$ cat src/rtl/draw_addr_gen_if.sv
`default_nettype none
// +--------------------------------------------------------------------------+
// | Module : draw_addr_gen_if                                                |
// | Brief  : Output beat bus of the draw address generator. Carries LANES    |
// |          packed lane addresses with a valid/ready handshake.             |
// | Ports  : addr_o     - packed lane addresses, lane k at [k*ADDR_W+:ADDR_W]|
// |          addr_valid - addr_o holds a valid beat (master -> slave)        |
// |          out_ready  - slave accepts the current beat (slave -> master)   |
// | Rev    : 1.0 - initial release                                           |
// +--------------------------------------------------------------------------+
interface draw_addr_gen_if #(
   parameter int ADDR_W = 14,
   parameter int LANES  = 2
);
   logic [LANES*ADDR_W-1:0] addr_o;
   logic                    addr_valid;
   logic                    out_ready;

   modport master (output addr_o, output addr_valid, input  out_ready);
   modport slave  (input  addr_o, input  addr_valid, output out_ready);
endinterface
`default_nettype wire

$ cat src/rtl/draw_addr_gen.sv
`default_nettype none
// +--------------------------------------------------------------------------+
// | Module : draw_addr_gen                                                   |
// | Brief  : Multi-lane interleaved address generator for the draw path.     |
// |          Emits LANES consecutive addresses per beat over a run of        |
// |          grp_count groups starting at base_grp, optionally looping.      |
// | Ports  : clk, reset (async, active-low)                                  |
// |          start/base_grp/grp_count/loop_mode - run request (IDLE only)    |
// |          abort     - ends the run, highest priority                      |
// |          bus       - master side of draw_addr_gen_if (addr/valid/ready)  |
// |          busy      - high in RUN and DONE                                |
// |          done      - one-cycle pulse at the end of a one-shot run        |
// | Rev    : 1.0 - initial release                                           |
// +--------------------------------------------------------------------------+
// LANES must be a power of two in 1..8.
module draw_addr_gen #(
   parameter  int ADDR_W = 14,
   parameter  int LANES  = 2,
   localparam int LG     = $clog2(LANES),
   localparam int GRP_W  = ADDR_W - LG
) (
   input  logic             clk,
   input  logic             reset,
   input  logic             start,
   input  logic [GRP_W-1:0] base_grp,
   input  logic [GRP_W-1:0] grp_count,
   input  logic             loop_mode,
   input  logic             abort,
   draw_addr_gen_if.master  bus,
   output logic             busy,
   output logic             done
);

   typedef enum logic [1:0] {
      S_IDLE = 2'd0,
      S_RUN  = 2'd1,
      S_DONE = 2'd2
   } state_t;

   state_t           state_q, state_d;
   logic [GRP_W-1:0] base_q, base_d;
   logic [GRP_W-1:0] cnt_q, cnt_d;
   logic [GRP_W-1:0] idx_q, idx_d;
   logic             loop_q, loop_d;
   logic             valid_q, valid_d;
   logic             busy_q, busy_d;
   logic             done_q, done_d;

   logic             xfer;
   logic             last_beat;
   logic [GRP_W-1:0] grp;

   assign xfer      = valid_q & bus.out_ready;
   // cnt_q is never zero while in RUN, so cnt_q-1 cannot underflow there.
   assign last_beat = (idx_q == (cnt_q - GRP_W'(1)));
   // Group index wraps naturally at 2^GRP_W.
   assign grp       = base_q + idx_q;

   always_comb begin
      state_d = state_q;
      base_d  = base_q;
      cnt_d   = cnt_q;
      idx_d   = idx_q;
      loop_d  = loop_q;
      valid_d = valid_q;
      busy_d  = busy_q;
      done_d  = 1'b0;

      if (abort) begin
         // A beat accepted in this same cycle has already been delivered;
         // nothing needs undoing.
         state_d = S_IDLE;
         valid_d = 1'b0;
         busy_d  = 1'b0;
      end else begin
         case (state_q)
            S_IDLE: begin
               if (start) begin
                  busy_d = 1'b1;
                  if (grp_count != '0) begin
                     base_d  = base_grp;
                     cnt_d   = grp_count;
                     loop_d  = loop_mode;
                     idx_d   = '0;
                     valid_d = 1'b1;
                     state_d = S_RUN;
                  end else begin
                     // Empty run: straight to the done pulse, no beats.
                     done_d  = 1'b1;
                     state_d = S_DONE;
                  end
               end
            end
            S_RUN: begin
               if (xfer) begin
                  if (!last_beat) begin
                     idx_d = idx_q + GRP_W'(1);
                  end else if (loop_q) begin
                     idx_d = '0;
                  end else begin
                     valid_d = 1'b0;
                     done_d  = 1'b1;
                     state_d = S_DONE;
                  end
               end
            end
            S_DONE: begin
               busy_d  = 1'b0;
               valid_d = 1'b0;
               state_d = S_IDLE;
            end
            default: begin
               state_d = S_IDLE;
               valid_d = 1'b0;
               busy_d  = 1'b0;
            end
         endcase
      end
   end

   always_ff @(posedge clk or negedge reset) begin
      if (!reset) begin
         state_q <= S_IDLE;
         base_q  <= '0;
         cnt_q   <= '0;
         idx_q   <= '0;
         loop_q  <= 1'b0;
         valid_q <= 1'b0;
         busy_q  <= 1'b0;
         done_q  <= 1'b0;
      end else begin
         state_q <= state_d;
         base_q  <= base_d;
         cnt_q   <= cnt_d;
         idx_q   <= idx_d;
         loop_q  <= loop_d;
         valid_q <= valid_d;
         busy_q  <= busy_d;
         done_q  <= done_d;
      end
   end

   // Lane k carries {grp, k}; the low LG bits are fixed per lane.
   for (genvar k = 0; k < LANES; k++) begin : g_lane
      if (LG == 0) begin : g_single
         assign bus.addr_o[k*ADDR_W +: ADDR_W] = grp;
      end else begin : g_multi
         assign bus.addr_o[k*ADDR_W +: ADDR_W] = {grp, LG'(k)};
      end
   end

   assign bus.addr_valid = valid_q;
   assign busy           = busy_q;
   assign done           = done_q;

endmodule
`default_nettype wire

$ cat src/flat_wrapper.sv
// flat-port wrapper written by rule: the top's interface ports become plain ports
module draw_addr_gen_flat 
#(
   parameter  int ADDR_W = 14,
   parameter  int LANES  = 2,
   localparam int LG     = $clog2(LANES),
   localparam int GRP_W  = ADDR_W - LG
)
  (clk, reset, start, base_grp, grp_count, loop_mode, abort, busy, done, bus_addr_o, bus_addr_valid, bus_out_ready);
  draw_addr_gen_if #(.ADDR_W(ADDR_W), .LANES(LANES)) bus_i ();
  input  logic clk;
  input  logic reset;
  input  logic start;
  input  logic [GRP_W-1:0] base_grp;
  input  logic [GRP_W-1:0] grp_count;
  input  logic loop_mode;
  input  logic abort;
  output logic busy;
  output logic done;
  output wire logic [$bits(bus_i.addr_o)-1:0] bus_addr_o;
  output wire logic [$bits(bus_i.addr_valid)-1:0] bus_addr_valid;
  input wire logic [$bits(bus_i.out_ready)-1:0] bus_out_ready;
  assign bus_addr_o = bus_i.addr_o;
  assign bus_addr_valid = bus_i.addr_valid;
  assign bus_i.out_ready = bus_out_ready;
  draw_addr_gen #(.ADDR_W(ADDR_W), .LANES(LANES)) u_core (.clk(clk), .reset(reset), .start(start), .base_grp(base_grp), .grp_count(grp_count), .loop_mode(loop_mode), .abort(abort), .bus(bus_i), .busy(busy), .done(done));
endmodule
$ cat config.mk
export PLATFORM = sky130hd
export DESIGN_NAME = draw_addr_gen_flat
export DESIGN_NICKNAME = d
export VERILOG_FILES = /design/src/rtl/draw_addr_gen_if.sv /design/src/rtl/draw_addr_gen.sv /design/src/flat_wrapper.sv
export SDC_FILE = /design/constraint.sdc
export NUM_CORES = 1
export LEC_CHECK = 0
export ABC_AREA = 1
export BUFFER_PORTS_ARGS = -buffer_cell sky130_fd_sc_hd__buf_2
export CAP_MARGIN = 0
export CORE_MARGIN = 4
export CORE_UTILIZATION = 50
export DETAILED_ROUTE_END_ITERATION = 8
export HOLD_SLACK_MARGIN = 0.05
export PLACE_DENSITY = 0.79
export SYNTH_ARGS = -nofsm -noshare
export SYNTH_HDL_FRONTEND = slang
export SYNTH_SLANG_ARGS = --single-unit
$ cat constraint.sdc
create_clock -name clk -period 3.4 [get_ports clk]
set_clock_uncertainty 0.2 [all_clocks]
set_input_delay 0.51 -clock clk [delete_from_list [all_inputs] [get_ports clk]]
set_output_delay 0.51 -clock clk [all_outputs]
set_load 0.005 [all_outputs]
==> summary.txt <==
STA
  • Final Hold Violating Endpoints: 0
  • Period minus WS final: 3260 ps
  • Setup_tns: 0 ps
  • Max-slew violation count: 0
  • Fin crit share: 95.9%
  • PnR worst setup slack: 141 ps
  • RSZ-0062 raised after global routing: false
  • Final setup violation count: 0
  • Worst-margin pin slew: 1010 ps
  • Relative slew slack: 32.8%
  • Fmax: 307 MHz

Power
  • Share of power burned in registers: 38.7%
  • Power, Total: 1.89 mW
  • Combinational power share: 43.0%
  • Leak: 2.02 nW
  • Int Pwr: 1.09 mW
  • Max VDD drop: 0.248 mV
  • Fraction of power spent switching nets: 42.4%
  • Pwr Density: 500 mW/mm^2
  • Switch Pwr: 0.800 mW
  • Clock power share: 18.2%

Clocking
  • CTS Sinks: 45
  • H-tree lvl count: 2
  • Worst skew pair latency: 310 ps
  • CTS Buf Count: 5
  • Clock transition at path regs: 90 ps
  • CTS tree: yes
  • Worst-case clock buffer depth: 2
  • Root buffer cell: clkbuf_8

Finish
  • Final Core Density: 57.7%
  • Ratio of cells with drive above 1 in the final layout: 19.9%
  • Nets: 574
  • Antenna diode count: 0
  • Synthesis-to-finish area growth: 9.33%
  • Fillers: 607

Synth
  • Syn_nets: 529
  • Area contributors post-synth: dfrtp_1, nand2_1, nand3_1
  • Asr flop ratio synth: 100%
  • Count leader, synth: nand2_1
  • Post-synth EDFFs: 0
  • Area share of the leading cell type in the synthesized netlist: 32.7%
  • Yosys warns: 0
  • Top FF cell, synth: dfrtp_1
  • Post-synthesis sequential area ratio: 32.7%
  • Flops & latches, synth: 45
  • Mapped Cells: 482
  • Synth cell types: 37
  • Mean post-synth cell area: 7.15 um^2
  • Synth top cells by count: nand2_1, dfrtp_1, inv_1
  • Post-synth top area cell: dfrtp_1
  • Synth Cell Area: 0.00345 mm^2

Detailed routing
  • Drt first-iter violations: 146
  • Antenna Nets Post-Route: 0
  • Mean routed wirelength per cell: 13.1 um
  • DR vias/cell: 5.22
  • Via count: 3160
  • DRC viols: 0
  • TritonRoute pass-1 iters: 4
  • Final wirelength: 7960 um

Die
  • Starting Density: 52.8%
  • Die area: 0.00828 mm^2
  • Core area: 0.00653 mm^2
  • Die height: 91.0 um
  • Std cell rows: 29
  • Die span in x: 91.0 um
  • IO Count: 63

Worst hold path
  • Worst Hold Class: in -> async

Global routing
  • Initial antenna violation count: 0
  • Total gr overflow: 0
  • Via count of the first global-routing pass: 3106
  • Overall routing resource usage: 20.1%
  • First-pass GRT wire length: 13700 um
  • Largest net degree at the start of global routing: 46

Critical path
  • Crit-path cells: ha_1, inv_1, fa_1, o21ai_2, a31oi_1, o21ai_0, xor2_1, buf_2
  • Critical Path AT: 2550 ps
  • Largest stage delay on the critical path: 500 ps
  • Crit path max fanout: 6
  • Worst endpoint required time: 2690 ps
  • Crit. End Element: primary output
  • Startpoint types: flop
  • Slowest-stage cell, CP: fa_1
  • Crit Path Category: reg -> out

Run
  • Max Cap Viol: 0

Placement
  • Placement Setup Slack: 262 ps
  • RePlAce Congestion: 0.882
  • DP HPWL: 6170 um
  • Port buffer count: 60

Status
  • Status: completed
[through the flow]
step	std cells	area (um^2)	hold slack, ps
2_1_floorplan	482	3450	14.4
3_3_place_gp	597	3680	274
3_5_place_dp	597	3680	273
4_1_cts	605	3760	181
5_1_grt	605	3770	184
6_report	605	3770	163
[power groups by stage]
| stage | logic, mW | clock network (mW) | registers, mW |
|---|---|---|---|
| final | 0.811 | 0.344 | 0.730 |
| after detailed placement | 0.811 | 0 | 0.737 |
| after CTS | 0.817 | 0.351 | 0.729 |
| after global placement | 0.787 | 0 | 0.735 |
| after global routing | 0.931 | 0.374 | 0.745 |
| after floorplan | 0.650 | 0 | 0.714 |
[routing by layer]
layer,up-vias,part of all wire (%),GRT usage (%)
met3,14,6.5,4.05
li1,1629,-,-
met1,1423,44,25.1
met4,0,1.3,5.90
met5,-,0,0
met2,94,48,34.9
[layout by cell type (no fill, tap or decap), types with 8 or more instances in the layout]
cell / instances
ha_1: 14
o21ai_0: 19
o21ai_2: 8
o21ai_1: 8
nand2_1: 150
nor2_1: 36
nand4_1: 11
buf_2: 60
nand3_1: 38
dfrtp_1: 45
a21oi_1: 13
inv_1: 43
xor2_1: 19
[cell type report]
type	count	area, um^2	share of cell area (%)
multi-input combinational	363	1950	51.9
sequential	45	1130	29.9
timing repair buffer	62	315	8.37
inverter	50	189	5.01
tap	77	96.3	2.56
clock buffer	5	68.8	1.83
clock inverter	3	17.5	0.465
[final timing paths]
path | from | endpoint | slack [ps] | cells after the start
max | u_core.idx_q[0] | bus_addr_o[11] | 140 | 8
min | reset | u_core.base_q[8] | 160 | 1
max reg2reg | u_core.cnt_q[0] | u_core.idx_q[11] | 730 | 13
min reg2reg | u_core.base_q[7] | u_core.base_q[7] | 290 | 2
max in group asynchronous | reset | u_core.cnt_q[11] | 2220 | 1
min in group clk | base_grp[6] | u_core.base_q[6] | 180 | 3
[cell families (layout without fill, tap and decap cells)]
group,after synthesis,in the layout,synth area share (%)
and+or+nand+nor,265,265,34.7
buffers and inverters,74,120,10.7
AOI/OAI and AO/OA,55,55,9.37
DFF,45,45,32.7
xor gates and xnor gates,26,26,6.61
adders and majority gates,15,15,5.66
other,2,2,0.218
[what timing repair did]
item                                   4_1_cts  5_1_grt
endpoints found under the hold margin        0        0
buffers inserted                             0        0
hold buffers                                 0        0
setup endpoints to repair                    2        2
resized for setup                            1        1
[flip-flops by register name (all words and copies together) (netlist names)]
register / count
u_core.busy: 1
u_core.cnt_q: 13
u_core.base_q: 13
u_core.idx_q: 13
u_core.state_q: 2
u_core.done: 1
u_core.bus.addr_valid: 1
u_core.loop_q: 1
[critical path: cells and delay by family, from the launching register on]
family	cells	cell delay (ps)
compound gates	3	650
flops	1	480
buf+inv	2	220
fa+ha+maj	2	710
xor+xnor	1	190
Note: power is estimated with default switching activity, not from simulation.
